**src/rtl/equ_pkg.sv**
```systemverilog
// Shared types and defaults for the equalizer slot scheduler.
// The state encoding is fixed 3-bit binary so it is stable across tools.
package equ_pkg;

  localparam int NUM_SYM_DEF   = 7;
  localparam int DMRS_SYM_DEF  = 3;
  localparam int TO_CYCLES_DEF = 64;

  typedef enum logic [2:0] {
    ST_IDLE       = 3'd0,
    ST_WAIT_CHEST = 3'd1,
    ST_ISSUE      = 3'd2,
    ST_WAIT_DONE  = 3'd3,
    ST_NEXT       = 3'd4,
    ST_DONE       = 3'd5,
    ST_ERR        = 3'd6
  } equ_state_e;

  // Next symbol index, hopping over the pilot symbol. Returned at 4 bits so
  // the caller can detect the end of the slot without 3-bit wrap.
  function automatic logic [3:0] next_sym(input logic [2:0] cur, input int dmrs);
    logic [3:0] s;
    s = {1'b0, cur} + 4'd1;
    if (s == 4'(dmrs)) s = s + 4'd1;
    return s;
  endfunction

endpackage

```
**src/rtl/equ_wdog_cnt.sv**
```systemverilog
// Watchdog counter: counts enabled cycles, flags expiry on the last allowed one.
module equ_wdog_cnt #(
  parameter int TO_CYCLES = 64
) (
  input  logic i_clk,
  input  logic i_rst,
  input  logic i_clr,
  input  logic i_en,
  output logic o_expire
);

  localparam int CW = (TO_CYCLES > 1) ? $clog2(TO_CYCLES) : 1;

  logic [CW-1:0] cnt_q;

  assign o_expire = i_en && (cnt_q == CW'(TO_CYCLES - 1));

  // Saturates at the limit so a held enable cannot wrap back to zero.
  always_ff @(posedge i_clk) begin
    if (i_rst || i_clr)          cnt_q <= '0;
    else if (i_en && !o_expire)  cnt_q <= cnt_q + CW'(1);
  end

endmodule

```
**src/rtl/equ_slot_sched.sv**
```systemverilog
// Per-slot scheduler launching one equalizer run per data symbol, skipping DMRS.
// Optional watchdog on the per-symbol wait: define EQU_SCHED_WDOG_EN.
module equ_slot_sched
  import equ_pkg::*;
#(
  parameter int NUM_SYM   = NUM_SYM_DEF,
  parameter int DMRS_SYM  = DMRS_SYM_DEF,
  parameter int TO_CYCLES = TO_CYCLES_DEF
) (
  input  logic       i_clk_equ,
  input  logic       i_rst,
  input  logic       i_start_slot,
  input  logic       i_chest_valid,
  input  logic       i_done_equ,
  output logic       o_start_equ,
  output logic [2:0] o_sym_idx,
  output logic       o_busy,
  output logic       o_done_slot,
  output logic       o_err_timeout
);

  equ_state_e state_q;
  logic [2:0] sym_q;
  logic [3:0] sym_nxt;
  logic       wdog_exp;

  assign sym_nxt = next_sym(sym_q, DMRS_SYM);

`ifdef EQU_SCHED_WDOG_EN
  logic err_q;

  equ_wdog_cnt #(.TO_CYCLES(TO_CYCLES)) u_wdog (
    .i_clk    (i_clk_equ),
    .i_rst    (i_rst),
    .i_clr    (state_q != ST_WAIT_DONE),
    .i_en     (state_q == ST_WAIT_DONE),
    .o_expire (wdog_exp)
  );

  // Sticky until the next accepted slot start; a done on the expiry cycle wins.
  always_ff @(posedge i_clk_equ) begin
    if (i_rst)                                             err_q <= 1'b0;
    else if (state_q == ST_IDLE && i_start_slot)           err_q <= 1'b0;
    else if (state_q == ST_WAIT_DONE && !i_done_equ && wdog_exp) err_q <= 1'b1;
  end

  assign o_err_timeout = err_q;
`else
  assign wdog_exp      = 1'b0;
  assign o_err_timeout = 1'b0;
`endif

  always_ff @(posedge i_clk_equ) begin
    if (i_rst) begin
      state_q <= ST_IDLE;
      sym_q   <= '0;
    end else begin
      case (state_q)
        ST_IDLE: if (i_start_slot) begin
          state_q <= ST_WAIT_CHEST;
          sym_q   <= '0;
        end
        ST_WAIT_CHEST: if (i_chest_valid) state_q <= ST_ISSUE;
        ST_ISSUE:      state_q <= ST_WAIT_DONE;
        ST_WAIT_DONE: begin
          if (i_done_equ)    state_q <= ST_NEXT;
          else if (wdog_exp) state_q <= ST_ERR;
        end
        ST_NEXT: begin
          sym_q   <= sym_nxt[2:0];
          state_q <= (sym_nxt >= 4'(NUM_SYM)) ? ST_DONE : ST_ISSUE;
        end
        ST_DONE: state_q <= ST_IDLE;
        ST_ERR:  state_q <= ST_IDLE;
        default: state_q <= ST_IDLE;
      endcase
    end
  end

  assign o_start_equ = (state_q == ST_ISSUE);
  assign o_done_slot = (state_q == ST_DONE);
  assign o_busy      = (state_q != ST_IDLE);
  assign o_sym_idx   = sym_q;

endmodule

```
**config.mk**
```make
export PLATFORM = sky130hd
export DESIGN_NAME = equ_slot_sched
export DESIGN_NICKNAME = d
export VERILOG_FILES = /design/src/rtl/equ_pkg.sv /design/src/rtl/equ_wdog_cnt.sv /design/src/rtl/equ_slot_sched.sv
export SDC_FILE = /design/constraint.sdc
export NUM_CORES = 1
export LEC_CHECK = 0
export BUFFER_PORTS_ARGS = -buffer_cell sky130_fd_sc_hd__buf_2
export CORE_ASPECT_RATIO = 0.75
export CORE_UTILIZATION = 28
export DETAILED_ROUTE_END_ITERATION = 10
export PLACE_DENSITY = 0.55
export SETUP_SLACK_MARGIN = 0.2
export SYNTH_ARGS = -nofsm -noshare
export SYNTH_HDL_FRONTEND = slang
export SYNTH_SLANG_ARGS = --single-unit
```
**constraint.sdc**
```tcl
create_clock -name i_clk_equ -period 3.35 [get_ports i_clk_equ]
set_input_delay 0.5025 -clock i_clk_equ [delete_from_list [all_inputs] [get_ports i_clk_equ]]
set_output_delay 0.5025 -clock i_clk_equ [all_outputs]
set_load 0.01 [all_outputs]
```
* Word level (Yosys, flattened, before mapping)
Index checks and enable logic that the tools add are counted.
** Cells by class
- $add $sub $neg :: 2
- Equal/unequal tests :: 9
- $lt $le $gt $ge :: 1
- Reductions and logical operators :: 5
- Multiplexer cells :: 8
** Operators by type and width (number)
- two-way mux 3 bit :: 5
- case mux 3 bit (5 select lines) :: 1
- equality test 3 x 2 -> 1 bit, second input constant :: 2
- equality test 3 bit, second input constant :: 2
- inequality test 2 bit, second input constant :: 3
- case mux 3 bit (2 select lines) :: 1
- adder 3 x 1 -> 4 bit, second input constant :: 1
- adder 4 x 1 -> 4 bit, second input constant :: 1
- equality test 4 x 2 -> 1 bit, second input constant :: 1
- >= comparator 4 x 3 -> 1 bit, second input constant :: 1
- two-way mux 4 bit :: 1
- equality test 3 x 1 -> 1 bit, second input constant :: 1
- zero test 3 bit :: 1
- AND reduction 3 bit :: 1
- nonzero test 3 bit :: 1
- AND reduction 2 bit :: 1
- nonzero test 2 bit :: 1
** Word-level totals
- Flip-flop bits (word level) :: 6
- Word-level logic and storage cells :: 27
- Output and inout port bits :: 7

* Longest topological paths before layout
- Depth in word-level cells :: 6
- Depth in mapped cells :: 7
- Depth with buffers taken out :: 6

* Least setup slack after synthesis
Ideal clock, no wire load.
- Path kind :: reg-to-reg
- From :: register sym_q[1], in the netlist o_sym_idx[1]
- To :: register state_q[1]
- Setup time :: 114 ps
- Data arrival time :: 1379 ps
- Path buffers :: 0
- Stages on the path, launching flop included :: 6
- Data required time :: 3236 ps
- Path slack :: 1857 ps
- Path through :: dfxtp_1 > ha_1 > xnor2_2 > mux2i_1 > a32oi_1 > a21o_1
** On the way
- Cells in the longest elaborated chain, start to end :: 6
- Elaborated cells on any way between the ends :: 7
** Ends and longest elaborated chain
- from (decl) :: RTL line equ_slot_sched.sv:23 : logic [2:0] sym_q;
- from (signal assigned) :: RTL line equ_slot_sched.sv:70 : sym_q <= sym_nxt[2:0];
- adder 3 x 1 -> 4 bit * :: RTL line equ_pkg.sv:23 : s = {1'b0, cur} + 4'd1;
- adder 4 x 1 -> 4 bit / equality test 4 x 2 -> 1 bit (equally long branches) :: RTL line equ_pkg.sv:24 : if (s == 4'(dmrs)) s = s + 4'd1;
- two-way mux 4 bit * :: RTL line equ_pkg.sv:24
- >= comparator 4 x 3 -> 1 bit * :: RTL line equ_slot_sched.sv:71 : state_q <= (sym_nxt >= 4'(NUM_SYM)) ? ST_DONE : ST_ISSUE;
- two-way mux 3 bit * :: RTL line equ_slot_sched.sv:71
- case mux 3 bit (5 select lines) * :: RTL line equ_slot_sched.sv:58 : case (state_q)
- to (signal assigned) :: RTL line equ_slot_sched.sv:71
- to (decl) :: RTL line equ_slot_sched.sv:22 : equ_state_e state_q;
Every way passes the cells marked *; elsewhere a longest branch is shown, timed or not.
A chain may end at the register's enable or synchronous reset.

* Worst setup path after layout
- From :: register state_q[1]
- To :: output o_busy
** On the way
- Cells in the longest elaborated chain, start to end :: 1
** Ends and longest elaborated chain
- nonzero test 3 bit :: RTL line equ_slot_sched.sv:82 : assign o_busy = (state_q != ST_IDLE);
- to (decl) :: RTL line equ_slot_sched.sv:17 : output logic o_busy,
Every way passes these cells.

==> qor.yml <==
clock_tree:
  clock_latency_ns: 0.25
  h-tree-depth: 1
  clk_pin_slew_ns: 0.05
  clk_path_buf_depth: 2
  cts_setup_buffers: 0
  cts-root-buf: "clkbuf_4"
  cts_made_buffers: 3
  cts_resized: 0
  clock-sinks: 6
  tritoncts: "built"
  ctsHoldBuffers: 0
final_layout:
  drive_gt1_frac: 0.237
  antenna-diode-count: 0
  fin_nets: 85
  fin_area_sq_um: 599
  fillers: 180
  syn_to_final_growth_pct: 6.21
  fin_util: 0.332
power:
  power_density_nw_per_um2: 491
  netSwitchingPower_mw: 0.113
  clkPwrFrac: 0.243
  p_seq_frac: 0.397
  p_int_mw: 0.181
  ir_drop_v: 0.000269
  swShare: 0.384
  combPwrFrac: 0.360
  leakagePower_nw: 0.247
setup_path:
  end_kind: "output port"
  cp_slowest_cell: "or3_2"
  rr_endpoint: "state_q[2]$_SDFFE_PP0P_"
  start_kind: "flop"
  arrival_ns: 1.30
  r2r_slack_ns: 1.62
  worst-endpoint-required_ns: 2.85
  path_class: "reg -> out"
  critPathTopFamily: "simple AND/OR/NAND/NOR gates"
  critPathBufInv: 1
  reg2reg_depth: 5
  reg2reg_from: "o_sym_idx[0]$_SDFFE_PP0P_"
  slowest_delay_ns: 0.48
  critPathMaxFanout: 10
  crit_chain: "or3_2 -> buf_2"
yosys:
  yosys_most_used_dff: "dfxtp_1"
  synthTopCellsByArea: "dfxtp_1 21%, buf_6 8.0%, nand2_1 5.3%"
  synth.avg_cell_area_sq_um: 8.06
  synth_edf_count: 0
  synth_cell_types: 37
  yosysTopAreaCell: "dfxtp_1"
  postSynthCellCount: 70
  yosysTopAreaCellShare: 0.213
  async_flop_share: 0
  syn_nets: 77
  yosys_warnings: 0
  synth_seq_cells: 6
  syn_area_sq_um: 564
  ys_seq_area_frac: 0.213
drt:
  viasPerCell: 4.98
  ant_nets: 0
  dr.pass1.iters: 4
  wire_per_inst_um: 11.3
  wl_um: 1110
  via_count: 488
  drt_iter0_drc: 12
  drc: 0
sta:
  rsz0062_at_grt: "false"
  finalCriticalPeriod_ns: 1.80
  slew_violations: 0
  fmax_mhz: 555
  fin_crit_sh: 0.538
  fin_skew_ns: 0.000947
  setup_violations: 0
  hold_violations: 0
  tns_ns: 0
worst_hold_path:
  hold_end: "o_sym_idx[2]$_SDFFE_PP0P_"
  whs_path_depth: 2
  hold_path.startpoint: "i_rst"
  min_path_type: "in -> reg"
floorplanning:
  initial_utilization: 0.313
  num_io_pins: 12
  die_area_sq_um: 2200
  core_area_sq_um: 1810
  die_h_um: 40.9
  fp.dieW_um: 53.8
  rows: 13
placement:
  numPortBuffers: 10
  hpwl_um: 830
  place.gp.congestion: 0.731
  postPlaceCellArea_sq_um: 577
global_route:
  antenna_found_initial: 0
  grt_pass1_wl_um: 2150
  grt_remaining_overflow: 0
  grt_max_degree: 15
  grt_usage: 0.146
  grt_pass1_vias: 508
outcome:
  outcome: "finished, final reports clean"
job:
  cap_violations: 0
logic make-up after synthesis:
kind of cell,count (synthesis),synth area share
simple gates,31,0.328
compound gates,15,0.164
buf+inv,9,0.129
flops,6,0.213
xor+xnor,3,0.0599
mux,3,0.0554
fa+ha+maj,2,0.0443
other cells,1,0.00665
power by group through the flow:
stage / combinational (mW) / sequential (mW) / clock [mW]
after floorplan: 0.123 / 0.0905 / 0
after global placement: 0.105 / 0.117 / 0
after detailed placement: 0.105 / 0.118 / 0
after CTS: 0.106 / 0.117 / 0.0731
after global routing: 0.120 / 0.123 / 0.0756
final: 0.106 / 0.117 / 0.0716
placed cells by master, fill, tap and decap left out, types with 2 or more instances in the layout:
| cell type | count |
|---|---|
| xnor2_1 | 2 |
| dfxtp_1 | 6 |
| mux2i_1 | 2 |
| nand3_1 | 2 |
| nor2_1 | 3 |
| clkbuf_4 | 3 |
| or2_1 | 2 |
| nand2_1 | 8 |
| nand3b_1 | 2 |
| ha_1 | 2 |
| buf_2 | 10 |
| a21oi_1 | 4 |
| nand2b_1 | 2 |
| inv_1 | 2 |
| nor3_1 | 2 |
| o21ai_1 | 4 |
synth_stat cells (2+ instances only):
| cell | number |
|---|---|
| buf_6 | 4 |
| inv_1 | 2 |
| nand3_1 | 2 |
| nand3b_1 | 2 |
| ha_1 | 2 |
| dfxtp_1 | 6 |
| nand2_1 | 8 |
| or2_1 | 2 |
| nor2_1 | 3 |
| o21ai_1 | 4 |
| nand2b_1 | 2 |
| xnor2_1 | 2 |
| nor3_1 | 2 |
| a21oi_1 | 4 |
| buf_4 | 2 |
| mux2i_1 | 2 |
per-layer routing:
layer / global-route usage / wire (um) / vias to the layer above
met3: 0.0556 / 51 / 2
met2: 0.228 / 447 / 8
met4: 0.0921 / 15 / 0
met1: 0.171 / 594 / 221
li1: - / - / 257
met5: 0 / 0 / -
worst max-delay path by stage:
| stage | end | from | depth (start not counted) | slack, ns |
|---|---|---|---|---|
| floorplan | state_q[1]$_SDFFE_PP0P_ | o_sym_idx[1]$_SDFFE_PP0P_ | 5 | 1.86 |
| global route | state_q[2]$_SDFFE_PP0P_ | o_sym_idx[0]$_SDFFE_PP0P_ | 5 | 1.45 |
| detailed placement | state_q[2]$_SDFFE_PP0P_ | o_sym_idx[0]$_SDFFE_PP0P_ | 5 | 1.62 |
| global placement | state_q[2]$_SDFFE_PP0P_ | o_sym_idx[0]$_SDFFE_PP0P_ | 5 | 1.69 |
| CTS | o_busy | state_q[1]$_SDFFE_PP0P_ | 2 | 1.55 |
| finish | o_busy | state_q[1]$_SDFFE_PP0P_ | 2 | 1.55 |
through the flow:
stage	power [mW]	worst slack (ns)	instances	hold slack, ns
floorplan	0.214	1.86	70	0.533
global placement	0.222	1.69	95	0.540
detailed placement	0.223	1.62	95	0.556
CTS	0.296	1.55	98	0.517
global route	0.319	1.45	98	0.559
finish	0.294	1.55	98	0.525
state kept, by name, indices dropped and copies added, names as in the netlist:
register,cells
state_q,3
o_sym_idx,3
cell type report:
type,instances,area (sq um),area share
multi-input combinational,55,372,0.620
sequential,6,120,0.200
timing repair buffer,10,50.0,0.0835
tap,22,27.5,0.0459
clock buffer,3,22.5,0.0376
inverter,2,7.51,0.0125
Note: power is estimated with default switching activity, not from simulation.
